--- src/rtl/ras_ctrl_pkg.sv ---
// Shared definitions for the return-address-stack controller: op codes,
// link register numbers, FSM state encoding and small helpers.
package ras_ctrl_pkg;

  typedef enum logic [1:0] {
    OP_NONE = 2'd0,
    OP_PUSH = 2'd1,
    OP_POP  = 2'd2,
    OP_SWAP = 2'd3
  } ras_op_e;

  typedef enum logic {
    ST_IDLE      = 1'b0,
    ST_SWAP_PUSH = 1'b1
  } ras_state_e;

  localparam logic [4:0] LINK_X1 = 5'd1;
  localparam logic [4:0] LINK_X5 = 5'd5;

  function automatic logic is_link(input logic [4:0] r);
    return (r == LINK_X1) || (r == LINK_X5);
  endfunction

  // Saturating add so the corruption counter can never wrap back to zero
  function automatic logic [3:0] sat_add(input logic [3:0] c, input logic [1:0] inc);
    logic [4:0] s;
    s = {1'b0, c} + {3'b000, inc};
    return (s > 5'd15) ? 4'd15 : s[3:0];
  endfunction

endpackage

--- src/rtl/ras_link_classifier.sv ---
// Combinational jump classifier mapping jal/jalr link usage to a RAS op.
// SWAP is only produced when RAS_COROUTINE_EN is defined.
module ras_link_classifier
  import ras_ctrl_pkg::*;
(
  input  logic       is_jal_i,
  input  logic       is_jalr_i,
  input  logic [4:0] rd_i,
  input  logic [4:0] rs1_i,
  output logic [1:0] op_o
);

  logic rd_link_s;
  logic rs1_link_s;

  assign rd_link_s  = is_link(rd_i);
  assign rs1_link_s = is_link(rs1_i);

  // Classify by which of rd/rs1 name a link register
  always_comb begin
    op_o = OP_NONE;
    if (is_jal_i) begin
      if (rd_link_s) begin
        op_o = OP_PUSH;
      end else begin
        op_o = OP_NONE;
      end
    end else if (is_jalr_i) begin
      case ({rd_link_s, rs1_link_s})
        2'b01:   op_o = OP_POP;
        2'b10:   op_o = OP_PUSH;
        2'b11: begin
          if (rd_i == rs1_i) begin
            op_o = OP_PUSH;
          end else begin
`ifdef RAS_COROUTINE_EN
            op_o = OP_SWAP;
`else
            op_o = OP_PUSH;
`endif
          end
        end
        default: op_o = OP_NONE;
      endcase
    end else begin
      op_o = OP_NONE;
    end
  end

endmodule

--- src/rtl/ras_ctrl.sv ---
// RAS controller: issues push/pop for decoded jumps, tracks the two stages
// past decode for flush rollback. Define RAS_COROUTINE_EN for two-cycle swaps.
module ras_ctrl
  import ras_ctrl_pkg::*;
(
  input  logic        clk,
  input  logic        rst_n,
  input  logic        id_valid,
  input  logic        id_stall,
  input  logic        id_is_jal,
  input  logic        id_is_jalr,
  input  logic [4:0]  id_rd,
  input  logic [4:0]  id_rs1,
  input  logic [31:0] id_pc_add_4,
  input  logic        flush_s1,
  input  logic        flush_s2,
  output logic        ras_push,
  output logic        ras_pop,
  output logic [31:0] ras_pc_add_4,
  output logic        rollback_pop_id,
  output logic        rollback_push_id,
  output logic        rollback_push_ex,
  output logic        stall_req,
  output logic [3:0]  lost_cnt
);

  ras_state_e  state_q, state_d;
  ras_op_e     s1_q, s1_d, s2_q, s2_d;
  ras_op_e     cls_op_s, issue_op_s, s1_eff_s;
  logic [1:0]  cls_raw_s;
  logic [3:0]  lost_q, lost_d;
  logic [31:0] pc_q, pc_d;
  logic        flush_any_s;
  logic        s1_lost_s;
  logic        s2_lost_s;

  ras_link_classifier u_cls (
    .is_jal_i  (id_is_jal),
    .is_jalr_i (id_is_jalr),
    .rd_i      (id_rd),
    .rs1_i     (id_rs1),
    .op_o      (cls_raw_s)
  );

  assign cls_op_s    = ras_op_e'(cls_raw_s);
  assign flush_any_s = flush_s1 | flush_s2;
  assign issue_op_s  = (state_q == ST_IDLE && id_valid && !id_stall && !flush_any_s)
                       ? cls_op_s : OP_NONE;
  // A swap whose push has not happened yet has only popped, so it rolls back as a pop
  assign s1_eff_s    = (state_q == ST_SWAP_PUSH && s1_q == OP_SWAP) ? OP_POP : s1_q;
  assign s1_lost_s   = (s1_eff_s == OP_SWAP);
  assign s2_lost_s   = (s2_q == OP_POP) || (s2_q == OP_SWAP);
  assign lost_cnt    = rst_n ? lost_q : 4'd0;

  // FSM state register
  always_ff @(posedge clk) begin
    if (!rst_n) begin
      state_q <= ST_IDLE;
    end else begin
      state_q <= state_d;
    end
  end

  // FSM next-state logic
  always_comb begin
    state_d = state_q;
    case (state_q)
      ST_IDLE: begin
`ifdef RAS_COROUTINE_EN
        if (issue_op_s == OP_SWAP) begin
          state_d = ST_SWAP_PUSH;
        end else begin
          state_d = ST_IDLE;
        end
`else
        state_d = ST_IDLE;
`endif
      end
      ST_SWAP_PUSH: state_d = ST_IDLE;
      default:      state_d = ST_IDLE;
    endcase
  end

  // FSM and rollback outputs
  always_comb begin
    ras_push         = 1'b0;
    ras_pop          = 1'b0;
    ras_pc_add_4     = 32'd0;
    stall_req        = 1'b0;
    rollback_pop_id  = 1'b0;
    rollback_push_id = 1'b0;
    rollback_push_ex = 1'b0;
    if (rst_n) begin
      case (state_q)
        ST_IDLE: begin
          case (issue_op_s)
            OP_PUSH: begin
              ras_push     = 1'b1;
              ras_pc_add_4 = id_pc_add_4;
            end
            OP_POP:  ras_pop = 1'b1;
`ifdef RAS_COROUTINE_EN
            OP_SWAP: begin
              ras_pop   = 1'b1;
              stall_req = 1'b1;
            end
`endif
            default: ras_push = 1'b0;
          endcase
        end
        ST_SWAP_PUSH: begin
          if (!flush_any_s) begin
            ras_push     = 1'b1;
            ras_pc_add_4 = pc_q;
          end else begin
            ras_push = 1'b0;
          end
        end
        default: ras_push = 1'b0;
      endcase
      if (flush_any_s) begin
        rollback_push_id = (s1_eff_s == OP_PUSH) || (s1_eff_s == OP_SWAP);
        rollback_pop_id  = (s1_eff_s == OP_POP);
      end else begin
        rollback_push_id = 1'b0;
      end
      if (flush_s2) begin
        rollback_push_ex = (s2_q == OP_PUSH);
      end else begin
        rollback_push_ex = 1'b0;
      end
    end else begin
      ras_push = 1'b0;
    end
  end

  // Tracking slot, corruption counter and swap return-address registers
  always_ff @(posedge clk) begin
    if (!rst_n) begin
      s1_q   <= OP_NONE;
      s2_q   <= OP_NONE;
      lost_q <= 4'd0;
      pc_q   <= 32'd0;
    end else begin
      s1_q   <= s1_d;
      s2_q   <= s2_d;
      lost_q <= lost_d;
      pc_q   <= pc_d;
    end
  end

  // Slot shifting, flush clearing and lost-count accumulation
  always_comb begin
    s1_d   = s1_q;
    s2_d   = s2_q;
    lost_d = lost_q;
    pc_d   = pc_q;
    if (flush_s2) begin
      s1_d   = OP_NONE;
      s2_d   = OP_NONE;
      lost_d = sat_add(lost_q, {1'b0, s1_lost_s} + {1'b0, s2_lost_s});
    end else if (flush_s1) begin
      s1_d   = OP_NONE;
      lost_d = sat_add(lost_q, {1'b0, s1_lost_s});
    end else if (state_q == ST_IDLE && !id_stall) begin
      s2_d = s1_q;
      s1_d = issue_op_s;
    end else begin
      s1_d = s1_q;
    end
    if (issue_op_s == OP_SWAP) begin
      pc_d = id_pc_add_4;
    end else begin
      pc_d = pc_q;
    end
  end

endmodule

--- config.mk ---
export PLATFORM = sky130hd
export DESIGN_NAME = ras_ctrl
export DESIGN_NICKNAME = d
export VERILOG_FILES = /design/src/rtl/ras_ctrl_pkg.sv /design/src/rtl/ras_link_classifier.sv /design/src/rtl/ras_ctrl.sv
export SDC_FILE = /design/constraint.sdc
export NUM_CORES = 1
export LEC_CHECK = 0
export BUFFER_PORTS_ARGS = -buffer_cell sky130_fd_sc_hd__buf_2
export CAP_MARGIN = 30
export CORE_MARGIN = 2
export CORE_UTILIZATION = 31
export CTS_CLUSTER_SIZE = 14
export DETAILED_ROUTE_END_ITERATION = 8
export PLACE_DENSITY = 0.73
export SETUP_SLACK_MARGIN = 0.2
export SYNTH_ARGS = -nofsm -noshare
export SYNTH_HDL_FRONTEND = slang
export SYNTH_SLANG_ARGS = --single-unit
--- constraint.sdc ---
create_clock -name clk -period 1.6 [get_ports clk]
set_input_delay 0 -clock clk [delete_from_list [all_inputs] [get_ports clk]]
set_output_delay 0 -clock clk [all_outputs]
set_load 0.03 [all_outputs]
# Word level (Yosys, flattened, before mapping)
# Cells that the tools add are included.
[word_totals]
register_bits = 8
elab_cells = 61
[op_classes]
n_addsub = 3
magnitude_cmp = 2
n_eq_ne = 15
n_mux = 22
bitwise = 3
reduce_logical = 13
[op_table]
columns = ["operator", "count"]
rows = [
  ["32-bit two-way mux", 2],
  ["4-bit two-way mux", 5],
  ["2-bit equality test (second input constant)", 7],
  ["1-bit two-way mux", 11],
  ["5-bit by 1-bit equality test with 1-bit output (second input constant)", 2],
  ["5-bit by 3-bit equality test with 1-bit output (second input constant)", 2],
  ["5-bit by 4-bit > comparator with 1-bit output (second input constant)", 2],
  ["2-bit by 1-bit equality test with 1-bit output (second input constant)", 4],
  ["2-bit two-way mux", 3],
  ["4-bit by 1-bit adder with 5-bit output", 1],
  ["4-bit by 2-bit adder with 5-bit output", 1],
  ["1-bit logical OR", 4],
  ["2-bit case mux with 2 select lines", 1],
  ["2-bit OR reduction", 2],
  ["3-bit OR reduction", 1],
  ["1-bit by 1-bit adder with 2-bit output", 1],
  ["1-bit logical AND", 2],
  ["1-bit logical NOT", 2],
  ["1-bit NOT", 2],
  ["2-bit AND reduction", 1],
  ["2-bit nonzero test", 1],
  ["1-bit bitwise OR", 1],
]

# Logic depth before layout (Yosys ltp)
[depth]
depth_word = 11
mapped_depth = 7
mapped_depth_nobuf = 7

# By module
# Synthesis repeated with hierarchy kept, for this count alone.
[unflattened]
cells_unflattened = 113
area_unflattened_um2 = 877.1
[modules_own_cells]
columns = ["mod", "n_inst", "cells_each", "area_each_um2"]
rows = [
  ["ras_ctrl", 1, 109, 828.3],
  ["ras_link_classifier", 1, 4, 48.8],
]

# Worst setup path after synthesis
# Ideal clock, no wire load.
[synth_timing]
path_kind = "reg-to-reg"
from = "register s1_q[0]"
to = "register lost_q[2]"
setup_ns = 0.127
t_arrival_ns = 1.400
required_time_ns = 1.473
slack_ns = 0.073
path_stages_with_launch = 8
cell_sequence = "dfxtp_1 > nand2_1 > fa_1 > inv_1 > ha_1 > nand2_1 > a211oi_1 > a311oi_1"
[synth_between]
elab_chain_len = 6
[synth_lines]
columns = ["element", "line_no", "source"]
rows = [
  ["start, declared", "ras_ctrl.sv:28", "ras_op_e s1_q, s1_d, s2_q, s2_d;"],
  ["start signal, assigned", "ras_ctrl.sv:140", "s1_q <= OP_NONE;"],
  ["start signal, assigned", "ras_ctrl.sv:145", "s1_q <= s1_d;"],
  ["2-bit equality test *", "ras_ctrl.sv:51", "assign s1_lost_s = (s1_eff_s == OP_SWAP);"],
  ["1-bit by 1-bit adder with 2-bit output / 4-bit by 1-bit adder with 5-bit output (equally long branches)", "ras_ctrl.sv:161, ras_ctrl_pkg.sv:27", ""],
  ["4-bit by 2-bit adder with 5-bit output / 5-bit by 4-bit > comparator with 1-bit output (equally long branches)", "ras_ctrl_pkg.sv:27, ras_ctrl_pkg.sv:28", ""],
  ["5-bit by 4-bit > comparator with 1-bit output / 4-bit two-way mux (equally long branches)", "ras_ctrl_pkg.sv:28", "return (s > 5'd15) ? 4'd15 : s[3:0];"],
  ["4-bit two-way mux, on equally long branches", "ras_ctrl_pkg.sv:28, ras_ctrl.sv:162", ""],
  ["4-bit two-way mux *", "ras_ctrl.sv:158", "if (flush_s2) begin"],
  ["end signal, assigned", "ras_ctrl.sv:147", "lost_q <= lost_d;"],
  ["end, declared", "ras_ctrl.sv:31", "logic [3:0] lost_q, lost_d;"],
]
# Mark *: on every way between the ends. The rest lies on a longest branch, timed or not. The select of a mux whose other input is x is not followed.
# A chain may end at the register's enable or synchronous reset.

# Worst setup path after layout
[layout_timing]
from = "register s1_q[1]"
to = "register lost_q[3]"
# Same word-level chain as after synthesis.

==> run summary <==
GP Congestion -> 0.7758
Final setup viols -> 0
area of the die -> 0.003184 mm^2
Synth Area in Adders -> 6.755%
R2R setup slack -> 120 ps
status -> finished, final reports clean
maxcap violations -> 0
number of flops mapped to enable cells by yosys -> 0
startpoint class of the critical path -> register
Avg Synthesized Cell Area -> 7.608 um^2
CP Capture Type -> register
Clock Sinks -> 8
final setup TNS -> 0 ps
core area -> 0.002686 mm^2
Pwr Total -> 0.4852 mW
Clk Tree Root Cell -> clkbuf_4
final wirelength -> 3141 um
VDD IR max -> 322.0 uV
antenna cells -> 0
first-pass GRT wire length -> 4471 um
vias in the first global route -> 937
fin crit share -> 92.32%
simple-gate share of the synthesized area -> 48.60%
row count -> 19
effective utilization at floorplan -> 31.72%
Synth Net Count -> 166
share of cells above drive strength 1 -> 56.72%
XOR/XNOR Fraction of Synth Area -> 0%
post-synthesis compound-gate area fraction -> 14.68%
fmax -> 0.6770 GHz
Main synth FF type -> dfxtp_1
multi-input logic area -> 693.2 um^2
vias per cell -> 4.909
commonest non-fill, non-tap cell in the layout -> buf_2
Final Hold Fails -> 0
GRT Util Overall -> 17.58%
Netlist Area Pre-Place -> 852.1 um^2
chip height -> 56.43 um
post-route clock skew -> 3.027 ps
Slew Limit Fails -> 0
P&R area growth vs syn -> 65.05%
CP Class -> reg2reg
placed cell areas -> 0.001315 mm^2
Die W -> 56.43 um
Routed Antenna Nets -> 0
wire per inst -> 13.54 um
Yosys reg bits -> 8
# H-tree levels -> 1
io pins -> 92
Mapped Cells -> 112
largest family of logic cells by synthesized area -> simple AND/OR/NAND/NOR gates
Clock Latency Late Sink -> 260 ps
initial drt markers -> 74
critical path arrival -> 1630 ps
TritonCTS buffer count -> 3
Max Root-Sink Buffers -> 2
synth warn -> 0
register area -> 166.4 um^2
post-synthesis mux area share -> 1.175%
antenna violations before repair -> 0
RSZ-0062 raised after global routing -> true
PD cells -> 345.0 mW/mm^2
CTS tree -> built
Final nets -> 257
Fillers -> 298
largest net degree at the start of global routing -> 34
via count -> 1,139
Final Critical Period -> 1477 ps
DP HPWL -> 2280 um
global route total overflow -> 0
I/O Buffers -> 88
WP data required -> 1750 ps
drt drc -> 0
Initial DRT Pass Iterations -> 4
post-synth cell types -> 32
Worst Hold Class -> in2reg
Final Instance Area -> 0.001406 mm^2
Post-synth ARST share -> 0%
Reg clk slew, reported paths -> 60 ps
commonest cells after routing, fill and taps aside -> 88 x buf_2, 35 x and2_1, 8 x nor2_1
Max Fanout on Critical Path -> 2
sequential-to-total area share from yosys stat -> 18.80%
total leakage power -> 0.7872 nW
[power breakdown]
part           total [mW]  internal [mW]  switching, mW
sequential          0.205          0.201        0.00440
clock               0.162         0.0863         0.0758
combinational       0.118         0.0583         0.0597
total               0.485          0.345          0.140
[timing repair]
item,in CTS,in global routing
setup endpoints to repair,4,36
hold buffers,0,0
cloned,0,2
gates resized for setup,5,2
buffers inserted,2,0
pin swaps,3,6
[kinds of logic after synthesis]
family | Yosys count
simple gates | 67
compound gates | 17
buf+inv | 14
flops | 8
fa+ha+maj | 4
mux | 1
other cells | 1
[final timing paths]
kind	end	depth (start not counted)	start
worst max-delay path	lost_q[3]$_SDFFE_PN0N_	5	s1_q[1]$_SDFFE_PP0N_
worst min-delay path	s1_q[1]$_SDFFE_PP0N_	3	id_stall
worst max register to register	lost_q[3]$_SDFFE_PN0N_	5	s1_q[1]$_SDFFE_PP0N_
worst min register to register	s2_q[0]$_SDFFE_PP0P_	2	s2_q[0]$_SDFFE_PP0P_
[metal layers]
| layer | global-route usage (%) | up-vias | wire [um] | share of wire, % |
|---|---|---|---|---|
| li1 | - | 562 | - | - |
| met1 | 19.64 | 516 | 1219 | 39 |
| met4 | 5.102 | 0 | 34 | 1.1 |
| met2 | 32.89 | 56 | 1626 | 52 |
| met3 | 3.687 | 5 | 260 | 8.3 |
| met5 | 0 | - | 0 | 0 |
[Yosys cell counts (all sizes together), types with 2 or more instances]
cell type  count  share of area, %
a311oi         2               2.1
nor4b          3               5.6
ha             3               4.4
nand3          2               1.2
and2          35                26
nand2          9               4.0
buf            6               6.0
inv            8               3.5
nand2b         2               1.5
a21oi          6               3.5
nor3b          2               1.8
nand3b         2               1.8
o21ai          3               1.8
dfxtp          8                19
nor2           8               3.5
[through the flow]
stage               setup slack (ps)  cells  hold WS (ps)  util, %
finish                         122.9    232         48.20    52.35
global route                   50.59    232         76.05    52.35
CTS                            119.0    230         51.04    51.09
detailed placement             90.62    225         324.6    48.95
global placement               137.0    225         314.2    48.95
floorplan                      198.1    112         130.0        -
[flip-flops by register name, indices dropped and copies added (netlist names)]
| name | flops |
|---|---|
| s2_q | 2 |
| lost_q | 4 |
| s1_q | 2 |
[layout make-up]
type / instances / share of cell area (%)
multi-input combinational: 92 / 49.29
timing repair buffer: 90 / 32.38
sequential: 8 / 11.83
tap: 31 / 2.758
inverter: 8 / 2.135
clock buffer: 3 / 1.601
[critical path, stage by stage (launching register included)]
cell and delay [ps]:
dfxtp_2 350, nand2_4 60, fa_2 390, nand2b_4 150, and2_1 130, o221a_2 280
(Power assumes the default switching activity.)
